### src/rtl/pico_pkg.sv
// Shared definitions for the pico CPU/memory bus slice.
//   ADDR_W         - width of the shared bus address
//   DATA_W         - width of the shared bus data
//   loader_state_t - program loader FSM states
package pico_pkg;

  localparam int ADDR_W = 6;
  localparam int DATA_W = 8;

  typedef enum logic [1:0] {
    ST_RUN,
    ST_LOAD,
    ST_RELEASE
  } loader_state_t;

endpackage

### src/rtl/pico_loader_if.sv
// Write-capable bus segment (address, read enable, write enable, write data).
// Read data travels straight from memory to the CPU, so it is not part of
// this bundle.
//   master - drives the segment (CPU side, or loader toward memory)
//   slave  - observes the segment (loader from CPU, or memory)
interface pico_loader_if;
  import pico_pkg::*;

  logic [ADDR_W-1:0] addr;
  logic              re;
  logic              we;
  logic [DATA_W-1:0] wdata;

  modport master (output addr, re, we, wdata);
  modport slave  (input  addr, re, we, wdata);

endinterface

### src/rtl/pico_loader.sv
// Program loader and bus controller between the CPU and the memory/port
// block. Outside a load it passes the CPU bus straight through. During a
// load it holds the CPU in reset and writes a byte stream to addresses
// 0..LOAD_BYTES-1. It also keeps an 8-bit running sum of the loaded image.
//
// Ports:
//   clk, res            - clock, synchronous active-high reset
//   ld_req              - start a load (honoured only in RUN)
//   rx_valid, rx_data   - incoming byte stream
//   rx_ready            - loader accepts a byte this cycle
//   cpu  (slave)        - bus as driven by the CPU
//   mem  (master)       - bus toward the memory/port block
//   cpu_res             - reset to the CPU
//   ld_busy             - load in progress (LOAD or RELEASE)
//   ld_done             - one-cycle pulse when a load completes
//   ld_sum              - sum mod 256 of bytes accepted in current/last load
module pico_loader
  import pico_pkg::*;
#(
  parameter int LOAD_BYTES = 64,
  parameter bit BOOT_LOAD  = 1'b1
) (
  input  logic              clk,
  input  logic              res,
  input  logic              ld_req,
  input  logic              rx_valid,
  input  logic [DATA_W-1:0] rx_data,
  output logic              rx_ready,
  pico_loader_if.slave      cpu,
  pico_loader_if.master     mem,
  output logic              cpu_res,
  output logic              ld_busy,
  output logic              ld_done,
  output logic [DATA_W-1:0] ld_sum
);

  // The counter is one bit wider than the address so that a 64-byte image
  // can be counted. Only its low bits form the write address.
  localparam logic [6:0] LAST_IDX = 7'(LOAD_BYTES - 1);

  loader_state_t state;
  logic [6:0]    cnt;
  logic          accept;
  logic          last_byte;

  // Reset overrides the handshake, so no byte is taken while res is high.
  assign rx_ready  = (state == ST_LOAD) && !res;
  assign accept    = rx_valid && rx_ready;
  assign last_byte = accept && (cnt == LAST_IDX);
  assign ld_busy   = (state != ST_RUN);
  assign cpu_res   = res || (state != ST_RUN);

  // Output mux: RUN is pure pass-through. LOAD writes only in acceptance
  // cycles, with write data forced to zero otherwise. RELEASE keeps every
  // enable low. Reset masks both enables whatever the state.
  always_comb begin
    mem.addr  = cnt[ADDR_W-1:0];
    mem.re    = 1'b0;
    mem.we    = 1'b0;
    mem.wdata = '0;
    case (state)
      ST_RUN: begin
        mem.addr  = cpu.addr;
        mem.re    = cpu.re && !res;
        mem.we    = cpu.we && !res;
        mem.wdata = cpu.wdata;
      end
      ST_LOAD: begin
        mem.we = accept;
        if (accept) begin
          mem.wdata = rx_data;
        end
      end
      default: ;
    endcase
  end

  // FSM, byte counter and checksum. ld_done is registered on the last
  // acceptance, so it is high for exactly the single RELEASE cycle.
  always_ff @(posedge clk) begin
    if (res) begin
      state   <= BOOT_LOAD ? ST_LOAD : ST_RUN;
      cnt     <= '0;
      ld_sum  <= '0;
      ld_done <= 1'b0;
    end else begin
      ld_done <= 1'b0;
      case (state)
        ST_RUN: begin
          if (ld_req) begin
            state  <= ST_LOAD;
            cnt    <= '0;
            ld_sum <= '0;
          end
        end
        ST_LOAD: begin
          if (accept) begin
            cnt    <= cnt + 7'd1;
            ld_sum <= ld_sum + rx_data;
            if (last_byte) begin
              state   <= ST_RELEASE;
              ld_done <= 1'b1;
            end
          end
        end
        default: begin
          state <= ST_RUN;
        end
      endcase
    end
  end

endmodule

### src/flat_wrapper.sv
// flat-port wrapper written by rule: the top's interface ports become plain ports
module pico_loader_flat import pico_pkg::*;
#(
  parameter int LOAD_BYTES = 64,
  parameter bit BOOT_LOAD  = 1'b1
)
  (clk, res, ld_req, rx_valid, rx_data, rx_ready, cpu_res, ld_busy, ld_done, ld_sum, cpu_addr, cpu_re, cpu_we, cpu_wdata, mem_addr, mem_re, mem_we, mem_wdata);
  pico_loader_if cpu_i ();
  pico_loader_if mem_i ();
  input  logic clk;
  input  logic res;
  input  logic ld_req;
  input  logic rx_valid;
  input  logic [DATA_W-1:0] rx_data;
  output logic rx_ready;
  output logic cpu_res;
  output logic ld_busy;
  output logic ld_done;
  output logic [DATA_W-1:0] ld_sum;
  input wire logic [$bits(cpu_i.addr)-1:0] cpu_addr;
  input wire logic [$bits(cpu_i.re)-1:0] cpu_re;
  input wire logic [$bits(cpu_i.we)-1:0] cpu_we;
  input wire logic [$bits(cpu_i.wdata)-1:0] cpu_wdata;
  output wire logic [$bits(mem_i.addr)-1:0] mem_addr;
  output wire logic [$bits(mem_i.re)-1:0] mem_re;
  output wire logic [$bits(mem_i.we)-1:0] mem_we;
  output wire logic [$bits(mem_i.wdata)-1:0] mem_wdata;
  assign cpu_i.addr = cpu_addr;
  assign cpu_i.re = cpu_re;
  assign cpu_i.we = cpu_we;
  assign cpu_i.wdata = cpu_wdata;
  assign mem_addr = mem_i.addr;
  assign mem_re = mem_i.re;
  assign mem_we = mem_i.we;
  assign mem_wdata = mem_i.wdata;
  pico_loader #(.LOAD_BYTES(LOAD_BYTES), .BOOT_LOAD(BOOT_LOAD)) u_core (.clk(clk), .res(res), .ld_req(ld_req), .rx_valid(rx_valid), .rx_data(rx_data), .rx_ready(rx_ready), .cpu(cpu_i), .mem(mem_i), .cpu_res(cpu_res), .ld_busy(ld_busy), .ld_done(ld_done), .ld_sum(ld_sum));
endmodule
### config.mk
export PLATFORM = sky130hd
export DESIGN_NAME = pico_loader_flat
export DESIGN_NICKNAME = d
export VERILOG_FILES = /design/src/rtl/pico_pkg.sv /design/src/rtl/pico_loader_if.sv /design/src/rtl/pico_loader.sv /design/src/flat_wrapper.sv
export SDC_FILE = /design/constraint.sdc
export NUM_CORES = 1
export LEC_CHECK = 0
export ABC_AREA = 1
export BUFFER_PORTS_ARGS = -buffer_cell sky130_fd_sc_hd__buf_2
export CAP_MARGIN = 10
export CORE_ASPECT_RATIO = 0.8
export CORE_MARGIN = 2
export CORE_UTILIZATION = 49
export DETAILED_ROUTE_END_ITERATION = 6
export PLACE_DENSITY_LB_ADDON = 0.1
export SYNTH_ARGS = -nofsm -noshare
export SYNTH_HDL_FRONTEND = slang
export SYNTH_SLANG_ARGS = --single-unit
### constraint.sdc
create_clock -name clk -period 2.4 [get_ports clk]
set_clock_uncertainty 0.05 [all_clocks]
set_input_delay 0.12 -clock clk [delete_from_list [all_inputs] [get_ports clk]]
set_output_delay 0.12 -clock clk [all_outputs]
set_load 0.01 [all_outputs]
# Word-level counts from Yosys, hierarchy flattened
# Index checks and enable logic that the tools add are counted.
# totals
ff_bits,18
word_cells,42
inputBits,28
output_inout_bits,28
# classes
n_reduce_logical,13
n_addsub,2
n_eq_ne,5
bitwise,2
mux,16
# ops
operator,count
case mux 8 bit (2 select lines),2
2-to-1 mux 8 bit,3
2-to-1 mux 7 bit,2
case mux 7 bit (2 select lines),1
adder 8 bit,1
adder 7 x 1 -> 7 bit (second input constant),1
equality test 7 x 6 -> 1 bit (second input constant),1
2-to-1 mux 2 bit,3
2-to-1 mux 6 bit,1
AND reduction 3 bit,2
logical AND 1 bit,5
inequality test 2 x 1 -> 1 bit (second input constant),2
case mux 2 bit (2 select lines),1
nonzero test 2 bit,2
OR reduction 3 bit,1
equality test 2 x 1 -> 1 bit (second input constant),1
zero test 2 bit,1
2-to-1 mux 1 bit,2
inequality test 2 bit (second input constant),1
NOT 1 bit,2
case mux 1 bit (2 select lines),1
zero test 1 bit,1
logical OR 1 bit,1

# Longest topological paths before layout
# depth
word_depth,7
depth_mapped,9

# Least setup slack after synthesis
# No wires, ideal clock.
# synth_path
path_type,reg-to-reg
startpoint,register u_core.ld_sum[0]
endpoint,register u_core.ld_sum[6]
synth_period_minus_slack_ps,1500
required_ps,2237
stages_incl_launch_ff,9
t_arrival_ps,1336
slack_ps,900
path_buffers,0
path_cell_list,dfxtp_1 -> ha_1 -> fa_1 -> nand3_1 -> nand2_1 -> nand2_1 -> nand3_1 -> nand3_1 -> nand2_1
# synth_via
elab_chain_len,3
# synth_lines
element,line_no,source
from (decl),pico_loader.sv:34,output logic [DATA_W-1:0] ld_sum
from (signal assigned),pico_loader.sv:99,ld_sum <= ld_sum + rx_data;
adder 8 bit,pico_loader.sv:99,
2-to-1 mux 8 bit,pico_loader.sv:97,if (accept) begin
case mux 8 bit (2 select lines),pico_loader.sv:88,case (state)
# No other way between the ends. The select of a mux whose other input is x is not followed.
# A chain may end at the register's enable or synchronous reset.

# Worst setup path after layout
# layout_path
startpoint,register u_core.state[0]
endpoint,output port mem_addr[2]
# layout_via
elab_chain_len,2
# layout_lines
element,line_no,source
from (decl),pico_loader.sv:41,loader_state_t state;
from (signal assigned),pico_loader.sv:82,state <= BOOT_LOAD ? ST_LOAD : ST_RUN;
zero test 2 bit,pico_loader.sv:61,case (state)
2-to-1 mux 6 bit,pico_loader.sv:61,
to (decl),flat_wrapper.sv:24,output wire logic [$bits(mem_i.addr)-1:0] mem_addr;
# No other way between the ends.

==> results_dict.tcl <==
set metrics [dict create \
    outcome "finished clean" \
    grt_use_total_pct 20.6 \
    die_w_um 59.2 \
    multiInputGateArea_sq_um 736 \
    grt_pass1_wl_mm 4.41 \
    critPathKind "reg -> out" \
    p_per_area_nw_per_um2 514 \
    finalHoldViolations 0 \
    ff2ff_path_depth 8 \
    syn_area_sq_um 1190 \
    min_period_ns 1.82 \
    h-tree-depth 1 \
    critPathRequiredTime_ns 2.23 \
    vdd_drop_max_mv 0.333 \
    startpoint_type "register" \
    core_sq_um 2230 \
    worstMarginPinSlew_ns 0.455 \
    internal_power_uw 503 \
    clkPwrFrac_pct 19.7 \
    ys_types 23 \
    route.vias.total 1299 \
    cap_violations 0 \
    post_drt_wl_per_cell_um 11.4 \
    n_antenna_cell 0 \
    synth.most_common_cell "nand2_1" \
    grt_overflow_total 0 \
    synth.top_cells.by_area "dfxtp_1 30%, nand2_1 19%, ha_1 8.4%, nand3_1 6.3%, inv_1 6.0%" \
    cts_setup_buffers 0 \
    synth_top_area_cell "dfxtp_1" \
    synth_fp_nets 212 \
    setup_tns_ns 0 \
    yosysTopAreaCellShare_pct 30.2 \
    grt_pass1_vias 1049 \
    seqPwrFrac_pct 44.9 \
    synth-main-ff-cell "dfxtp_1" \
    drive_gt1_share_pct 30.3 \
    gp_congestion 0.843 \
    die-area_sq_um 2850 \
    p_leak_nw 0.878 \
    ctsResizeCount 0 \
    seq_area_frac_synth_pct 30.2 \
    nFillCells 216 \
    portBuffers 55 \
    initial_core_util_pct 53.5 \
    p_sw_uw 276 \
    syn_area_per_cell_sq_um 6.83 \
    area.sequential_sq_um 360 \
    cts_buffers 3 \
    ys_top_cells_by_count "62 x nand2_1, 19 x inv_1, 18 x dfxtp_1" \
    remaining_drc_errors 0 \
    hp-class "in -> reg" \
    fin_util_pct 68.0 \
    rsz0062_at_grt "false" \
    clk_latency_ns 0.30 \
    reg2reg_slack_ns 0.81 \
    antenna_found_initial 0 \
    antenna_left 0 \
    crit_fanout 13 \
    routed_via_density 5.07 \
    syn_inst 175 \
    placementRows 15 \
    p_sw_share_pct 35.4 \
    layout.nets 270 \
    area_growth_pct 27.0 \
    ys_ff_latch 18 \
    io_pins 56 \
    grt_max_degree 17 \
    ys_async_sr_fraction_pct 0 \
    drt_iter0_markers 47 \
    path_clk_slew_ns 0.11 \
    cts_root_buffer "clkbuf_4" \
    dp_hpwl_mm 2.36 \
    yosys_warnings 0 \
    worstPathArrival_ns 1.65 \
    cts_tree "built" \
    clockBufferDepth 2 \
    synth_edf_count 0 \
    period_share_pct 75.9 \
    drt_pre_antenna_iters 4 \
    die_h_um 48.2 \
    routed_wl_mm 2.91 \
    setup_violations 0 \
    endpoint_kind "output pin" \
    min_path_cells 3 \
    slew_headroom_pct 69.6 \
    fmax_mhz 549 \
    final_max_slew_viol_count 0 \
    postCtsHoldBufs 0 \
    clock-sinks 18 \
    share_comb_of_total_power_pct 35.4 \
]
-- sequential cells by signal, indices dropped and copies added (netlist names) --
signal and count:
u_core.ld_sum 8, u_core.ld_done 1, u_core.state 2, u_core.cnt 7
-- metal layers --
layer | part of all wire, % | track usage (%) | vias to the layer above
li1 | - | - | 684
met1 | 48 | 27.2 | 559
met2 | 44 | 35.8 | 56
met3 | 8.1 | 5.04 | 0
met4 | 0 | 2.73 | 0
met5 | 0 | 0 | -
-- per-stage QoR --
stage               worst slack (ns)  power [mW]  cells  hold slack (ns)  cell area [sq um]
detailed placement             0.823       0.629    253            0.408               1500
CTS                            0.546       0.783    256           0.0929               1520
global placement               0.900       0.623    253            0.386               1500
floorplan                      0.900       0.535    175            0.201               1190
finish                         0.579       0.780    256            0.101               1520
global route                   0.426       0.831    256            0.112               1520
-- layout by cell type (no fill, tap or decap), drive strengths merged --
cell	count
fa	1
clkbuf	3
a21oi	10
nand4	2
ha	8
nand2	63
inv	22
xor2	2
o21ai	8
a22o	8
dfxtp	18
buf	56
nor2	13
nand3	15
xnor2	2
-- layout make-up --
| type | instances | area share [%] |
|---|---|---|
| multi-input combinational | 132 | 48.5 |
| sequential | 18 | 23.7 |
| timing repair buffer | 56 | 18.6 |
| inverter | 22 | 5.61 |
| tap | 25 | 2.06 |
| clock buffer | 3 | 1.48 |
-- critical path, cell delays in order (launching register included) --
cell and delay (ns):
dfxtp_1 0.36, nor2_2 0.39, buf_4 0.27, inv_1 0.09, nand2_1 0.06, nand2_1 0.04, buf_2 0.13
-- logic make-up (layout without fill, tap and decap cells) --
| family | Yosys count | after routing | synth area share (%) |
|---|---|---|---|
| adder cells (fa/ha/maj) | 9 | 9 | 10.1 |
| AND/OR/NAND/NOR | 93 | 93 | 33.9 |
| AO/OA/AOI/OAI | 26 | 26 | 14.7 |
| buffers and inverters | 25 | 81 | 8.27 |
| flip-flops | 18 | 18 | 30.2 |
| XOR/XNOR | 4 | 4 | 2.93 |
-- power by group through the flow --
| stage | Clock [mW] | Sequential (mW) | Combinational, mW |
|---|---|---|---|
| final | 0.153 | 0.350 | 0.276 |
| after global routing | 0.167 | 0.353 | 0.311 |
| after CTS | 0.158 | 0.350 | 0.276 |
| after detailed placement | 0 | 0.357 | 0.273 |
| after global placement | 0 | 0.354 | 0.268 |
| after floorplan | 0 | 0.364 | 0.171 |
-- worst paths after layout --
kind | from | to
worst max-delay path | u_core.state[0]$_SDFFE_PP1P_ | mem_addr[2]
worst min register to register | u_core.ld_sum[0]$_SDFFE_PP0P_ | u_core.ld_sum[0]$_SDFFE_PP0P_
worst min-delay path | ld_req | u_core.state[0]$_SDFFE_PP1P_
worst max register to register | u_core.ld_sum[0]$_SDFFE_PP0P_ | u_core.ld_sum[6]$_SDFFE_PP0P_
Note: power is estimated with default switching activity, not from simulation.
